<file path="src/rtl/gray_fifo_ptr_pkg.sv">
// Shared constants and helpers for the Gray-coded FIFO pointer block.
package gray_fifo_ptr_pkg;

  localparam int DEFAULT_ADDR_WIDTH  = 5;
  localparam int DEFAULT_SYNC_STAGES = 2;

  // A pointer carries one extra wrap bit above the RAM address.
  function automatic int ptr_width(input int addr_width);
    return addr_width + 1;
  endfunction

endpackage

</file>
<file path="src/rtl/gray_decode_n.sv">
// Combinational Gray-to-binary decoder of arbitrary width.
module gray_decode_n #(
  parameter int WIDTH = 6
) (
  input  logic [WIDTH-1:0] gray_i,
  output logic [WIDTH-1:0] bin_o
);

  // Each binary bit is the XOR of its Gray bit and every Gray bit above it.
  for (genvar gi = 0; gi < WIDTH; gi++) begin : g_bit
    assign bin_o[gi] = ^gray_i[WIDTH-1:gi];
  end

endmodule

</file>
<file path="src/rtl/gray_fifo_ptr.sv">
// One side of an asynchronous FIFO: local binary/Gray pointer, synchroniser
// for the remote Gray pointer and the registered full (write role) or
// empty (read role) flag.
// Optional feature: define GRAY_FIFO_PTR_LEVEL_EN to add the level output.
// SYNC_STAGES must lie in 2..4.
module gray_fifo_ptr
  import gray_fifo_ptr_pkg::*;
#(
  parameter int ADDR_WIDTH  = DEFAULT_ADDR_WIDTH,
  parameter int SYNC_STAGES = DEFAULT_SYNC_STAGES,
  parameter int WRITE_SIDE  = 1
) (
  input  logic                  clk,
  input  logic                  rst_n,
  input  logic                  inc,
  input  logic [ADDR_WIDTH:0]   remote_gray,
  output logic [ADDR_WIDTH-1:0] addr,
  output logic [ADDR_WIDTH:0]   ptr_gray,
  output logic                  flag
`ifdef GRAY_FIFO_PTR_LEVEL_EN
  ,
  output logic [ADDR_WIDTH:0]   level
`endif
);

  localparam int PW = ptr_width(ADDR_WIDTH);

  // Full means the remote pointer is exactly one lap behind: in Gray code
  // that is the two top bits inverted, the rest equal. For PW=2 this mask
  // covers both bits.
  localparam logic [PW-1:0] FULL_MASK = PW'(3) << (PW - 2);

  // Write side starts not-full, read side starts empty.
  localparam logic FLAG_RST = (WRITE_SIDE != 0) ? 1'b0 : 1'b1;

  logic [PW-1:0]                  ptr_bin_q, ptr_bin_d;
  logic [PW-1:0]                  ptr_gray_q, ptr_gray_d;
  logic                           flag_q, flag_d;
  logic [SYNC_STAGES-1:0][PW-1:0] sync_q;
  logic [PW-1:0]                  sync_gray;
  logic                           accept;

  assign sync_gray = sync_q[SYNC_STAGES-1];
  assign accept    = inc & ~flag_q;

  // Next pointer: advance by one on an accepted increment, wrapping naturally.
  always_comb begin
    ptr_bin_d = ptr_bin_q;
    if (accept) begin
      ptr_bin_d = ptr_bin_q + PW'(1);
    end
    ptr_gray_d = ptr_bin_d ^ (ptr_bin_d >> 1);
  end

  // Flag is evaluated against the pointer value it will sit beside next cycle.
  always_comb begin
    flag_d = 1'b0;
    if (WRITE_SIDE != 0) begin
      flag_d = (ptr_gray_d == (sync_gray ^ FULL_MASK));
    end else begin
      flag_d = (ptr_gray_d == sync_gray);
    end
  end

  // Local pointer and flag registers.
  always_ff @(posedge clk or negedge rst_n) begin
    if (!rst_n) begin
      ptr_bin_q  <= '0;
      ptr_gray_q <= '0;
      flag_q     <= FLAG_RST;
    end else begin
      ptr_bin_q  <= ptr_bin_d;
      ptr_gray_q <= ptr_gray_d;
      flag_q     <= flag_d;
    end
  end

  // Remote pointer synchroniser; stage 0 samples the asynchronous input.
  always_ff @(posedge clk or negedge rst_n) begin
    if (!rst_n) begin
      sync_q <= '0;
    end else begin
      sync_q <= {sync_q[SYNC_STAGES-2:0], remote_gray};
    end
  end

  assign addr     = ptr_bin_q[ADDR_WIDTH-1:0];
  assign ptr_gray = ptr_gray_q;
  assign flag     = flag_q;

`ifdef GRAY_FIFO_PTR_LEVEL_EN
  logic [PW-1:0] sync_bin;

  gray_decode_n #(
    .WIDTH(PW)
  ) u_sync_decode (
    .gray_i(sync_gray),
    .bin_o (sync_bin)
  );

  // Occupancy as seen from this side, modulo the pointer range.
  assign level = (WRITE_SIDE != 0) ? (ptr_bin_q - sync_bin) : (sync_bin - ptr_bin_q);
`endif

endmodule
</file>
<file path="config.mk">
export PLATFORM = sky130hd
export DESIGN_NAME = gray_fifo_ptr
export DESIGN_NICKNAME = d
export VERILOG_FILES = /design/src/rtl/gray_fifo_ptr_pkg.sv /design/src/rtl/gray_decode_n.sv /design/src/rtl/gray_fifo_ptr.sv
export SDC_FILE = /design/constraint.sdc
export NUM_CORES = 1
export LEC_CHECK = 0
export ABC_AREA = 1
export CAP_MARGIN = 15
export CORE_MARGIN = 4
export CORE_UTILIZATION = 42
export CTS_BUF_LIST = sky130_fd_sc_hd__clkbuf_2
export DETAILED_ROUTE_END_ITERATION = 6
export PLACE_DENSITY = 0.67
export SYNTH_ARGS = -nofsm -noshare
export SYNTH_HDL_FRONTEND = slang
export SYNTH_SLANG_ARGS = --single-unit
</file>
<file path="constraint.sdc">
create_clock -name clk -period 1.8 [get_ports clk]
set_input_delay 0.45 -clock clk [delete_from_list [all_inputs] [get_ports clk]]
set_output_delay 0.45 -clock clk [all_outputs]
set_load 0.01 [all_outputs]
</file>
==> results by group <==
Clocking
  • # clock sinks: 24
  • Later-pin clock latency in the skew report: ~0.32 ns
  • Num CTS Buffers: 3
  • H-tree levels: 1
  • Clock Tree Root: clkbuf_2
  • CTS max path bufs: 2
  • TritonCTS clock tree: yes
  • Clock slew at the register clock pins of the worst setup and hold paths: 0.20 ns

Setup path
  • Worst reg2reg startpoint: ptr_bin_q[1]$_DFF_PN0_
  • CP Launch Type: flop
  • Kind of critical path: reg2out
  • Ordered cell list for the critical path: clkdlybuf4s50_1
  • Crit path to: addr[0]
  • CP top delay family: buffers and inverters
  • R2R Path End: flag$_DFF_PN0_
  • Critical Path RT: 1.35 ns
  • Crit path max fanout: 3
  • Crit end category: output pin
  • Flop2flop setup slack: 0.19 ns
  • Critical path launch point: ptr_bin_q[0]$_DFF_PN0_
  • Worst path depth: 1
  • Crit path max-delay cell type: clkdlybuf4s50_1
  • WP data arrival: 1.27 ns
  • CP peak stage delay: roughly 0.54 ns
  • CP bufs+invs: 1
  • Reg2reg path depth: 11

Run
  • Total of max-cap violations: 0

Finish
  • Design area: roughly 0.0014 mm2
  • Fraction of final layout cells with drive strength greater than 1: 19.2%
  • Fin nets: about 170
  • Area Overhead vs Synth: 34.1%
  • Ant diodes: 0
  • # fillers: 196

Routing
  • Antenna Nets Post-Route: 0
  • Routed vias: 830
  • DRC Markers: 0
  • First-pass DRT Iterations: 4
  • Routed WL: 1800 um
  • Vias per Instance: 4.51
  • Initial drt markers: 12
  • Wire per inst: 9.77 um

Logic synthesis
  • Yosys warns: 0
  • Synth unique cells: 12
  • Synth area leaders: dfrtp_1, nand2_1, nand2_2
  • Synth Register Bits: 24
  • Mean Syn Cell Area: 8.60 um2
  • Synthesized Nets: 130
  • Synth Cell Area: between 0.001 and 0.0015 mm2
  • Seq/Total Area, Yosys: 58.2%
  • Yosys top cell by area: dfrtp_1
  • Yosys top cell area share: just under 60%
  • Synth Instances: 120

Timing
  • Final-report hold violation count: 0
  • Clock period minus final worst setup slack: 1.72 ns
  • Maximum clock rate: 583 MHz
  • Worst relative slew slack: 80.4%
  • Period utilization: 95.4%
  • Fin Setup TNS: 0 ns
  • Hold slack: 0.376 ns
  • Fin Clk Skew: 0.00721 ns
  • Worst-Margin Slew: ~0.29 ns
  • Setup violators final: 0
  • Slew Limit Fails: 0
  • RSZ-0062 raised after global routing: false

Floorplanning
  • Cell Rows: 17
  • Full die area: roughly 0.0033 mm2
  • Die Wd: 57.6 um
  • Core Area: approximately 0.0023 mm2
  • Die height: 57.6 um
  • I/O pins: 21
  • Initial Util: about 45%

Power and ir drop
  • PwrDens: roughly 1500 mW/mm2
  • Peak VDD IR: 0.000790 V
  • LEAKAGE: 0.000743 uW

Global routing
  • First-pass GRT wire length: 3240 um
  • Vias in the first global route: 813
  • Largest net degree at the start of global routing: 25
  • Gr ovfl total: 0
  • GRT Overall Usage: 12.3%
  • Initial antenna violation count: 0

Hold path
  • HP Class: reg2reg

Place
  • Port-buffer cells: 20
  • GP Congestion: 0.870
  • Placed Area: 0.00131 mm2
  • Final HPWL DP: 1390 um

Status
  • Status: completed
## worst min path at each step
stage | to | slack, ns | cells after the start | from
detailed placement | sync_gray[4]$_DFF_PN0_ | 0.33 | 0 | sync_q[4]$_DFF_PN0_
CTS | sync_gray[0]$_DFF_PN0_ | 0.38 | 0 | sync_q[0]$_DFF_PN0_
finish | sync_gray[0]$_DFF_PN0_ | 0.38 | 0 | sync_q[0]$_DFF_PN0_
floorplan | flag$_DFF_PN0_ | 0.15 | 0 | rst_n
global route | sync_gray[0]$_DFF_PN0_ | 0.39 | 0 | sync_q[0]$_DFF_PN0_
global placement | sync_gray[0]$_DFF_PN0_ | 0.33 | 0 | sync_q[0]$_DFF_PN0_
## layer usage
metal / wire length [um] / GRT usage [%] / up-vias
met5: 0 / 0 / -
met4: 14 / 6.29 / 0
met3: 127 / 3.39 / 2
met2: 903 / 20.6 / 22
met1: 751 / 14.1 / 372
li1: - / - / 434
## registers in the layout, summed over array words and instances (netlist names)
signal and flops:
ptr_bin_q 6, sync_gray 6, ptr_gray 5, flag 1
sync_q 6
## through the flow
step	util, %	total power (uW)	worst slack [ns]	cells
final	60.8	2080	0.0836	184
after global routing	60.8	2260	0.00329	184
after CTS	59.2	2060	0.00287	180
after detailed placement	57.7	1830	-0.214	174
after global placement	57.7	1800	-0.139	174
after floorplan	-	1350	0.359	120
## cells in the mapped netlist
master	count
nand2_2	11
nand2_1	45
nand3b_1	3
nor2_4	1
nor2_1	5
nand3_1	9
o21ai_1	2
inv_1	16
dfrtp_1	24
inv_2	2
nor2_2	1
ha_1	1
## layout make-up
type / count / area (um2) / area share, %
sequential: 24 / 601 / 43.4
multi-input combinational: 78 / 364 / 26.3
timing repair buffer: 32 / 298 / 21.5
inverter: 18 / 67.6 / 4.88
tap: 28 / 35.0 / 2.53
clock buffer: 3 / 15.0 / 1.08
clock inverter: 1 / 3.75 / 0.271
## what timing repair did
item	in CTS	in global routing
setup buffers	2	4
setup endpoints to repair	2	6
hold buffers	0	0
resized for setup	0	3
## layout by cell type, fill, tap and decap left out
cell / instances
nand2_1: 45
dfrtp_1: 24
clkdlybuf4s50_1: 17
inv_1: 16
buf_4: 12
nand2_2: 11
nand3_1: 9
nor2_1: 5
nand3b_1: 3
clkbuf_2: 3
dlymetal6s2s_1: 3
inv_2: 2
o21ai_1: 2
nor2_4: 1
nor2_2: 1
ha_1: 1
clkinv_1: 1
## cell families (layout without fill, tap and decap cells)
logic type	count (synthesis)	after routing	share of synthesized area [%]
buffers and inverters	18	54	6.55
AND/OR/NAND/NOR	75	75	33.1
adder cells (fa/ha/maj)	1	1	1.21
AO/OA/AOI/OAI	2	2	0.970
flip-flops	24	24	58.2
## power by group
| part | internal, uW | total (uW) | switching, uW |
|---|---|---|---|
| logic | 555 | 1150 | 591 |
| registers | 672 | 737 | 65.2 |
| clock network | 48.3 | 194 | 145 |
No activity file was read; power rests on OpenSTA's default activity.
